File: src/rtl/uart_pkg.sv
// Shared UART definitions: receive-sampler state encoding, frame width and
// the baud divider calculation used by both receive and transmit paths.
package uart_pkg;

    typedef enum logic [2:0] {
        IDLE,
        START,
        DATA,
        STOP,
        FLUSH
    } rx_samp_state_t;

    localparam int UART_DATA_BITS = 8;

    // Clock cycles per oversample tick; never below one so the tick still runs.
    function automatic int calc_div(input int clk_freq, input int baud, input int os);
        int d;
        d = clk_freq / (baud * os);
        return (d < 1) ? 1 : d;
    endfunction

endpackage

File: src/rtl/uart_baud_tick.sv
// Oversampling tick generator: pulses tick once every DIV cycles. While clear
// is high the count is treated as zero, so the clear cycle is count 0.
module uart_baud_tick #(
    parameter int DIV = 1
) (
    input  logic clk,
    input  logic rst,
    input  logic clear,
    output logic tick
);
    localparam int CW = (DIV > 1) ? $clog2(DIV) : 1;
    localparam logic [CW-1:0] LAST = CW'(DIV - 1);

    logic [CW-1:0] r_cnt;
    logic [CW-1:0] w_cnt;

    assign w_cnt = clear ? '0 : r_cnt;
    assign tick  = (w_cnt == LAST);

    always_ff @(posedge clk) begin
        if (rst) begin
            r_cnt <= '0;
        end else if (tick) begin
            r_cnt <= '0;
        end else begin
            r_cnt <= w_cnt + 1'b1;
        end
    end

endmodule

File: src/rtl/uart_rx_sampler.sv
// UART receive front end: synchronises rx_pin, validates the start bit and
// strobes 11 cleaned bits per frame. Build option: UART_RX_MAJORITY_EN.
module uart_rx_sampler
    import uart_pkg::*;
#(
    parameter int CLK_FREQ   = 50_000_000,
    parameter int BAUD       = 115200,
    parameter int OVERSAMPLE = 16
) (
    input  logic clk,
    input  logic rst,
    input  logic rx_pin,
    output logic rx_bit,
    output logic sample_enable,
    output logic busy,
    output logic frame_error
);
    localparam int DIV = calc_div(CLK_FREQ, BAUD, OVERSAMPLE);
    localparam int OSW = $clog2(OVERSAMPLE);
    localparam logic [OSW-1:0] OS_HALF  = OSW'(OVERSAMPLE / 2 - 1);
    localparam logic [OSW-1:0] OS_LAST  = OSW'(OVERSAMPLE - 1);
    localparam logic [2:0]     LAST_BIT = 3'(UART_DATA_BITS - 1);

    logic           r_sync1;
    logic           r_sync2;
    logic           r_prev;
    rx_samp_state_t r_state;
    logic [OSW-1:0] r_os_cnt;
    logic [2:0]     r_bit_idx;
    logic           r_rx_bit;
    logic           r_sample_en;
    logic           r_busy;
    logic           r_frame_err;
    logic           w_detect;
    logic           w_tick;
    logic           w_v;

    assign rx_bit        = r_rx_bit;
    assign sample_enable = r_sample_en;
    assign busy          = r_busy;
    assign frame_error   = r_frame_err;

    always_ff @(posedge clk) begin
        if (rst) begin
            r_sync1 <= 1'b1;
            r_sync2 <= 1'b1;
            r_prev  <= 1'b1;
        end else begin
            r_sync1 <= rx_pin;
            r_sync2 <= r_sync1;
            r_prev  <= r_sync2;
        end
    end

    assign w_detect = (r_state == IDLE) && r_prev && !r_sync2;

    uart_baud_tick #(
        .DIV(DIV)
    ) u_baud_tick (
        .clk  (clk),
        .rst  (rst),
        .clear(w_detect),
        .tick (w_tick)
    );

`ifdef UART_RX_MAJORITY_EN
    // Window of the last three tick samples, the newest being the live value.
    logic [1:0] r_hist;
    logic [2:0] w_hist;

    assign w_hist = {r_hist, r_sync2};
    assign w_v    = (w_hist[0] & w_hist[1]) | (w_hist[0] & w_hist[2]) | (w_hist[1] & w_hist[2]);

    always_ff @(posedge clk) begin
        if (rst) begin
            r_hist <= 2'b11;
        end else if (w_tick) begin
            r_hist <= w_hist[1:0];
        end
    end
`else
    assign w_v = r_sync2;
`endif

    always_ff @(posedge clk) begin
        if (rst) begin
            r_state     <= IDLE;
            r_os_cnt    <= '0;
            r_bit_idx   <= '0;
            r_rx_bit    <= 1'b1;
            r_sample_en <= 1'b0;
            r_busy      <= 1'b0;
            r_frame_err <= 1'b0;
        end else begin
            r_sample_en <= 1'b0;
            r_frame_err <= 1'b0;
            case (r_state)
                IDLE: begin
                    if (w_detect) begin
                        r_os_cnt  <= '0;
                        r_bit_idx <= '0;
                        r_state   <= START;
                        r_busy    <= 1'b1;
                    end
                end
                START: begin
                    if (w_tick) begin
                        if (r_os_cnt == OS_HALF) begin
                            r_os_cnt <= '0;
                            if (!w_v) begin
                                r_sample_en <= 1'b1;
                                r_rx_bit    <= 1'b0;
                                r_state     <= DATA;
                            end else begin
                                r_state <= IDLE;
                                r_busy  <= 1'b0;
                            end
                        end else begin
                            r_os_cnt <= r_os_cnt + 1'b1;
                        end
                    end
                end
                DATA: begin
                    if (w_tick) begin
                        if (r_os_cnt == OS_LAST) begin
                            r_os_cnt    <= '0;
                            r_sample_en <= 1'b1;
                            r_rx_bit    <= w_v;
                            r_bit_idx   <= r_bit_idx + 1'b1;
                            if (r_bit_idx == LAST_BIT) begin
                                r_state <= STOP;
                            end
                        end else begin
                            r_os_cnt <= r_os_cnt + 1'b1;
                        end
                    end
                end
                STOP: begin
                    if (w_tick) begin
                        if (r_os_cnt == OS_LAST) begin
                            r_os_cnt    <= '0;
                            r_sample_en <= 1'b1;
                            r_rx_bit    <= w_v;
                            r_frame_err <= !w_v;
                            r_state     <= FLUSH;
                        end else begin
                            r_os_cnt <= r_os_cnt + 1'b1;
                        end
                    end
                end
                FLUSH: begin
                    // Extra strobe of 1 wraps the downstream bit counter back to 0.
                    r_sample_en <= 1'b1;
                    r_rx_bit    <= 1'b1;
                    r_state     <= IDLE;
                    r_busy      <= 1'b0;
                end
                default: begin
                    r_state <= IDLE;
                    r_busy  <= 1'b0;
                end
            endcase
        end
    end

endmodule

File: config.mk
export PLATFORM = sky130hd
export DESIGN_NAME = uart_rx_sampler
export DESIGN_NICKNAME = d
export VERILOG_FILES = /design/src/rtl/uart_pkg.sv /design/src/rtl/uart_baud_tick.sv /design/src/rtl/uart_rx_sampler.sv
export SDC_FILE = /design/constraint.sdc
export NUM_CORES = 1
export LEC_CHECK = 0
export CORE_MARGIN = 4
export CORE_UTILIZATION = 44
export CTS_CLUSTER_DIAMETER = 30
export DETAILED_ROUTE_END_ITERATION = 10
export DONT_BUFFER_PORTS = 1
export PLACE_DENSITY = 0.68
export SLEW_MARGIN = 20
export SYNTH_ARGS = -nofsm -noshare
export SYNTH_HDL_FRONTEND = slang
export SYNTH_SLANG_ARGS = --single-unit
File: constraint.sdc
create_clock -name clk -period 2.93 [get_ports clk]
set_input_delay 0.879 -clock clk [delete_from_list [all_inputs] [get_ports clk]]
set_output_delay 0.879 -clock clk [all_outputs]
set_load 0.05 [all_outputs]
==> reports/qor.yml, run 1 <==
postCtsSetupRepairBufs: 0
clk_pin_slew_ns: 0.12
whs_ns: 0.4221
worstPathRequired_ns: 3.16
first_iter_violations: 21
cp-end-kind: "flip-flop"
leakage_nw: 0.4199
grt_usage_pct: 13.71
synth_edf_count: 0
cellPowerDensity_nw_per_um2: 439.7
pwr-share-comb_pct: 9.1
layout_commonest_cell: "dfxtp_1"
cts_resized: 0
critPathLaunchType: "flip-flop"
fp.dieArea_sq_um: 3360
dpl-instance-area_sq_um: 1119
post_route_cells_drive_above_1_share_pct: 12.10
cts_tree: "yes"
report.final.slew_viol_count: 0
hold_viol_final: 0
htree_levels: 1
chipWidth_um: 57.97
slew_headroom_pct: 65.15
grt_pass1_wl_um: 3560
cts.path.max_buffers: 2
io_buffers: 0
place.gp.congestion: 0.8883
insertedDiodeCount: 0
rows: 17
final_util_pct: 49.67
setup_violations: 0
async_reset_ff_share_pct: 0
max_slew.worst_pin.slew_ns: 0.5220
dp_hpwl_um: 1525
cap_violations: 0
routed_wl_um: 2126
grt_max_degree: 22
clk_latency_ns: 0.31
cts-hold-fix-buffers: 0
antenna_found_initial: 0
power.share.sequential_pct: 63.8
vias: 889
io-pin-count: 7
wl_per_cell_um: 13.99
drcViolationCount: 0
gr-total-overflow: 0
post-route-period-util_pct: 85.46
synth-seq-cells: 22
chipHeight_um: 57.97
ant_nets: 0
power_frac_clock_pct: 27.1
finClkSkew_ns: 0.009584
cts_root_buffer: "clkbuf_4"
ys_warn_count: 0
syn_area_per_cell_sq_um: 8.788
swShare_pct: 25.14
final_cell_mix: "dfxtp_1 (22), nor2_1 (12), nand2_1 (11), nand3_1 (11), o21ai_0 (6)"
fmax_mhz: 399.4
cts.sinks: 22
yosysSeqAreaShare_pct: 40.09
r2r_slack_ns: 0.43
setup_tns_ns: 0
grt_pass1_vias: 767
yosys_most_used_dff: "dfxtp_1"
stdcell_area_sq_um: 1141
synth_cell_types: 43
initial_core_util_pct: 47.82
viasPerCell: 5.849
nets: 134
internal-power_mw: 0.3756
path_max_fanout: 10
grt_setup_unrepaired: "false"
vdd_drop_max_mv: 0.2845
syn-num-nets: 133
area_growth_pct: 3.872
hold_class: "reg2reg"
core_sq_um: 2297
firstDrtPassIters: 4
cts_buffers: 3
syn_inst: 125
net-switching-power_mw: 0.1261
status: "finished, final reports clean"
cp.arrival_ns: 2.73
min_period_ns: 2.504
crit_type: "reg2reg"
synth_area_sq_um: 1099
per-layer routing:
metal  share of wire (%)  global-route usage, %
met5                   0                      0
met4                 2.3                  7.947
met3                 3.2                  2.450
met2                  45                  20.65
met1                  50                  18.24
cells by family after synthesis:
group / share of synthesized area (%)
adders and majority gates: 5.695
xor gates and xnor gates: 1.595
muxes: 0.9112
AOI/OAI and AO/OA: 18.34
buffers and inverters: 4.101
DFF: 40.09
and+or+nand+nor: 29.27
cell usage after synthesis, types with 2 or more instances:
master,n,area [sq um]
nand2_1,11,41.29
ha_1,5,62.56
clkbuf_1,5,18.77
or2_2,5,31.28
nor2b_1,2,12.51
nor2_1,12,45.04
o21ai_0,6,30.03
nor3_1,2,10.01
a211oi_1,3,22.52
inv_1,2,7.510
xor2_1,2,17.52
dfxtp_1,22,440.4
nand3_1,11,55.05
or3_1,2,12.51
a21oi_1,5,25.02
o31ai_1,2,15.01
nor4_1,2,12.51
flip-flops by register name, indices dropped and copies added (netlist names):
register and count:
r_os_cnt 4, r_prev 1, r_bit_idx 3, frame_error 1, sample_enable 1, busy 1, r_state 3, r_sync2 1
r_sync1 1, rx_bit 1, u_baud_tick.r_cnt 5
per-stage QoR:
step	setup WS, ns	cells	total power [mW]
floorplan	0.3861	125	0.3682
global placement	0.5217	149	0.3702
detailed placement	0.4591	149	0.3716
CTS	0.4302	152	0.5076
global route	0.3102	152	0.5301
finish	0.4261	152	0.5018
power groups by stage:
stage | Combinational, mW | Sequential (mW) | Clock [mW]
final | 0.0458 | 0.320 | 0.136
after global routing | 0.0522 | 0.321 | 0.157
after CTS | 0.0455 | 0.320 | 0.142
after detailed placement | 0.0451 | 0.326 | 0
after global placement | 0.0446 | 0.326 | 0
after floorplan | 0.0476 | 0.321 | 0
cell type report:
class,count,area [sq um]
Sequential cell,22,440.4
Timing Repair Buffer,3,22.52
Inverter,2,7.507
Multi-Input combinational cell,94,613.1
Clock buffer,3,22.52
Tap cell,28,35.03
Fill cell,232,1156
critical path, stage by stage, from the launching register on:
cell and delay [ns]:
dfxtp_1 0.42, or2_2 0.37, or2_2 0.34, nand2_1 0.10, ha_1 0.17, nand4b_1 0.14, o32a_1 0.37, or2_4 0.26
o41ai_2 0.25
path summary, 6_finish.rpt:
path | start | cells after the start | to
min reg2reg | r_sync1 | 1 | r_sync2
min | r_sync1 | 1 | r_sync2
max reg2reg | r_state[0] | 8 | r_os_cnt[3]
max | r_state[0] | 8 | r_os_cnt[3]
Power figures use the tool's default switching activity.
==> run 2: changes to the inputs <==
Settings changed: CTS_CLUSTER_DIAMETER 30 to 40.
==> results of run 2 <==
No change in the layout: final DEF, timing and power equal those of run 1.
==> run 3: changes to the inputs <==
Settings changed: CORE_UTILIZATION 44 to 60, PLACE_DENSITY 0.68 to 0.85.
==> run 3 against run 2 <==
Setup slack got worse by 0.16 ns. First-iteration DRC count is 38% higher. Largest power group unchanged. Clock skew decreased by 0.0049 ns.
==> reports/qor.yml, run 3 (synthesis gave the netlist of run 1 again) <==
status: "finished, final reports clean"  # unchanged
hold_end: "r_sync2"  # unchanged
grt_usage_pct: 20.83  # was 13.71%
grt_pass1_vias: 925  # was 767
slew_headroom_pct: 64.77  # was 65.15%
finClkSkew_ns: 0.004685  # was 0.009584 ns
first_iter_violations: 29  # was 21
drcViolationCount: 0  # unchanged
fp.dieArea_sq_um: 2580  # was 3360 sq um
dpl-instance-area_sq_um: 1115  # was 1119 sq um
clk_pin_slew_ns: 0.12  # about the same
largest_register: "u_baud_tick.r_cnt"  # unchanged
setup_violations: 0  # unchanged
dp_hpwl_um: 1631  # was 1525 um
final_cell_mix: "dfxtp_1 (22), nor2_1 (12), nand2_1 (11), nand3_1 (11), o21ai_0 (6)"  # unchanged
insertedDiodeCount: 0  # unchanged
clk_latency_ns: 0.30  # was 0.31 ns
fill_cells: 164  # was 232
chipWidth_um: 50.79  # was 57.97 um
cts_tree: "yes"  # unchanged
setup_slack_ns: 0.2626  # was 0.4261 ns
grt_pass1_wl_um: 4064  # was 3560 um
r2r_start: "r_sync2"  # was r_state[0]
io-pin-count: 7  # unchanged
cts.sinks: 22  # unchanged
grt_max_degree: 22  # unchanged
htree_levels: 1  # unchanged
initial_core_util_pct: 63.62  # was 47.82%
hold_viol_final: 0  # unchanged
firstDrtPassIters: 4  # unchanged
regArea_sq_um: 440.4  # unchanged
chipHeight_um: 50.79  # was 57.97 um
min_period_ns: 2.667  # was 2.504 ns
wl_per_cell_um: 14.91  # was 13.99 um
ant_nets: 0  # unchanged
post_route_cells_drive_above_1_share_pct: 12.80  # was 12.10%
stdcell_area_sq_um: 1151  # was 1141 sq um
cellPowerDensity_nw_per_um2: 465.8  # was 439.7 nW/um^2
crit_type: "reg2reg"  # unchanged
report.final.slew_viol_count: 0  # unchanged
leakage_nw: 0.4282  # was 0.4199 nW
rows: 15  # was 17
gr-total-overflow: 0  # unchanged
worst_r2r_endpoint: "r_os_cnt[3]"  # unchanged
nets: 134  # unchanged
routed_wl_um: 2236  # was 2126 um
cts_resized: 0  # unchanged
hold_start: "r_sync1"  # unchanged
fmax_mhz: 374.9  # was 399.4 MHz
top_regs: "u_baud_tick.r_cnt (5), r_os_cnt (4)"  # unchanged
place.gp.congestion: 0.8524  # was 0.8883
cts.path.max_buffers: 2  # unchanged
setup_tns_ns: 0  # unchanged
area_growth_pct: 4.783  # was 3.872%
io_buffers: 0  # unchanged
reg2regPathDepth: 8  # unchanged
grt_setup_unrepaired: "false"  # unchanged
post-route-period-util_pct: 91.04  # was 85.46%
largest_register_ffs: 5  # unchanged
cts-hold-fix-buffers: 0  # unchanged
cp-end-kind: "flip-flop"  # unchanged
r2r_slack_ns: 0.26  # was 0.43 ns
multiInputGateArea_sq_um: 613.1  # unchanged
core_sq_um: 1727  # was 2297 sq um
vias: 944  # was 889
dp_slack_ns: 0.3078  # was 0.4591 ns
viasPerCell: 6.293  # was 5.849
path_max_fanout: 7  # was 10
cts_root_buffer: "clkbuf_4"  # unchanged
cts_buffers: 3  # unchanged
layout_commonest_cell: "dfxtp_1"  # unchanged
vdd_drop_max_mv: 0.3720  # was 0.2845 mV
postCtsSetupRepairBufs: 0  # unchanged
antenna_found_initial: 0  # unchanged
hold_class: "reg2reg"  # unchanged
hold_path_depth: 1  # unchanged
critPathLaunchType: "flip-flop"  # unchanged
max_slew.worst_pin.slew_ns: 0.5277  # was 0.5220 ns
whs_ns: 0.4237  # was 0.4221 ns
worstPathRequired_ns: 3.15  # was 3.16 ns
cp.arrival_ns: 2.89  # was 2.73 ns
cap_violations: 0  # unchanged
## run 3: cell count changes in the layout (fill, tap and decap cells not counted)
cell / previous run / this run
clkbuf_8: 0 / 1
## run 3: stage by stage
stage               instances  util (%)  power [mW]
finish                    150     66.67      0.5362
global route              150     66.67      0.5597
CTS                       150     66.67      0.5383
detailed placement        146     64.57      0.3753
global placement          146     64.57      0.3730
floorplan                 125         -      0.3682
## run 3: power by group
| group | switching (mW) | internal, mW | leakage, nW |
|---|---|---|---|
| clock | 0.0908 | 0.0758 | 0.0210 |
| combinational | 0.0313 | 0.0227 | 0.228 |
| sequential | 0.00813 | 0.307 | 0.179 |
| total | 0.130 | 0.406 | 0.428 |
## run 3: worst max-delay path by stage
stage                from           to  slack [ns]  cells after the start
2_1_floorplan  r_state[1]  r_os_cnt[3]        0.39                      9
3_3_place_gp      r_sync2  r_os_cnt[3]        0.42                      8
3_5_place_dp      r_sync2  r_os_cnt[3]        0.31                      8
4_1_cts           r_sync2  r_os_cnt[3]        0.28                      8
5_1_grt           r_sync2  r_os_cnt[3]        0.11                      8
6_report          r_sync2  r_os_cnt[3]        0.26                      8
## run 3: cell type report
cell class	count	share of cell area, %
Multi-Input combinational cell	94	53.26
Sequential cell	22	38.26
Tap cell	25	2.717
Inverter	2	0.6522
Clock buffer	4	3.152
Timing Repair Buffer	3	1.957
## run 3: routing by layer
| metal | up-vias | GRT usage [%] | wire length [um] |
|---|---|---|---|
| li1 | 458 | - | - |
| met1 | 447 | 25.09 | 950 |
| met2 | 35 | 35.00 | 1097 |
| met3 | 4 | 4.748 | 152 |
| met4 | 0 | 9.417 | 35 |
| met5 | - | 0 | 0 |
## run 3: critical path, stage by stage, from the launching register on
cell and delay, ns:
dfxtp_1 0.37, or3b_4 0.42, or2_2 0.33, nand2_1 0.11, ha_1 0.17, nand4b_1 0.25
o32a_1 0.43, or2_4 0.26, o41ai_2 0.25
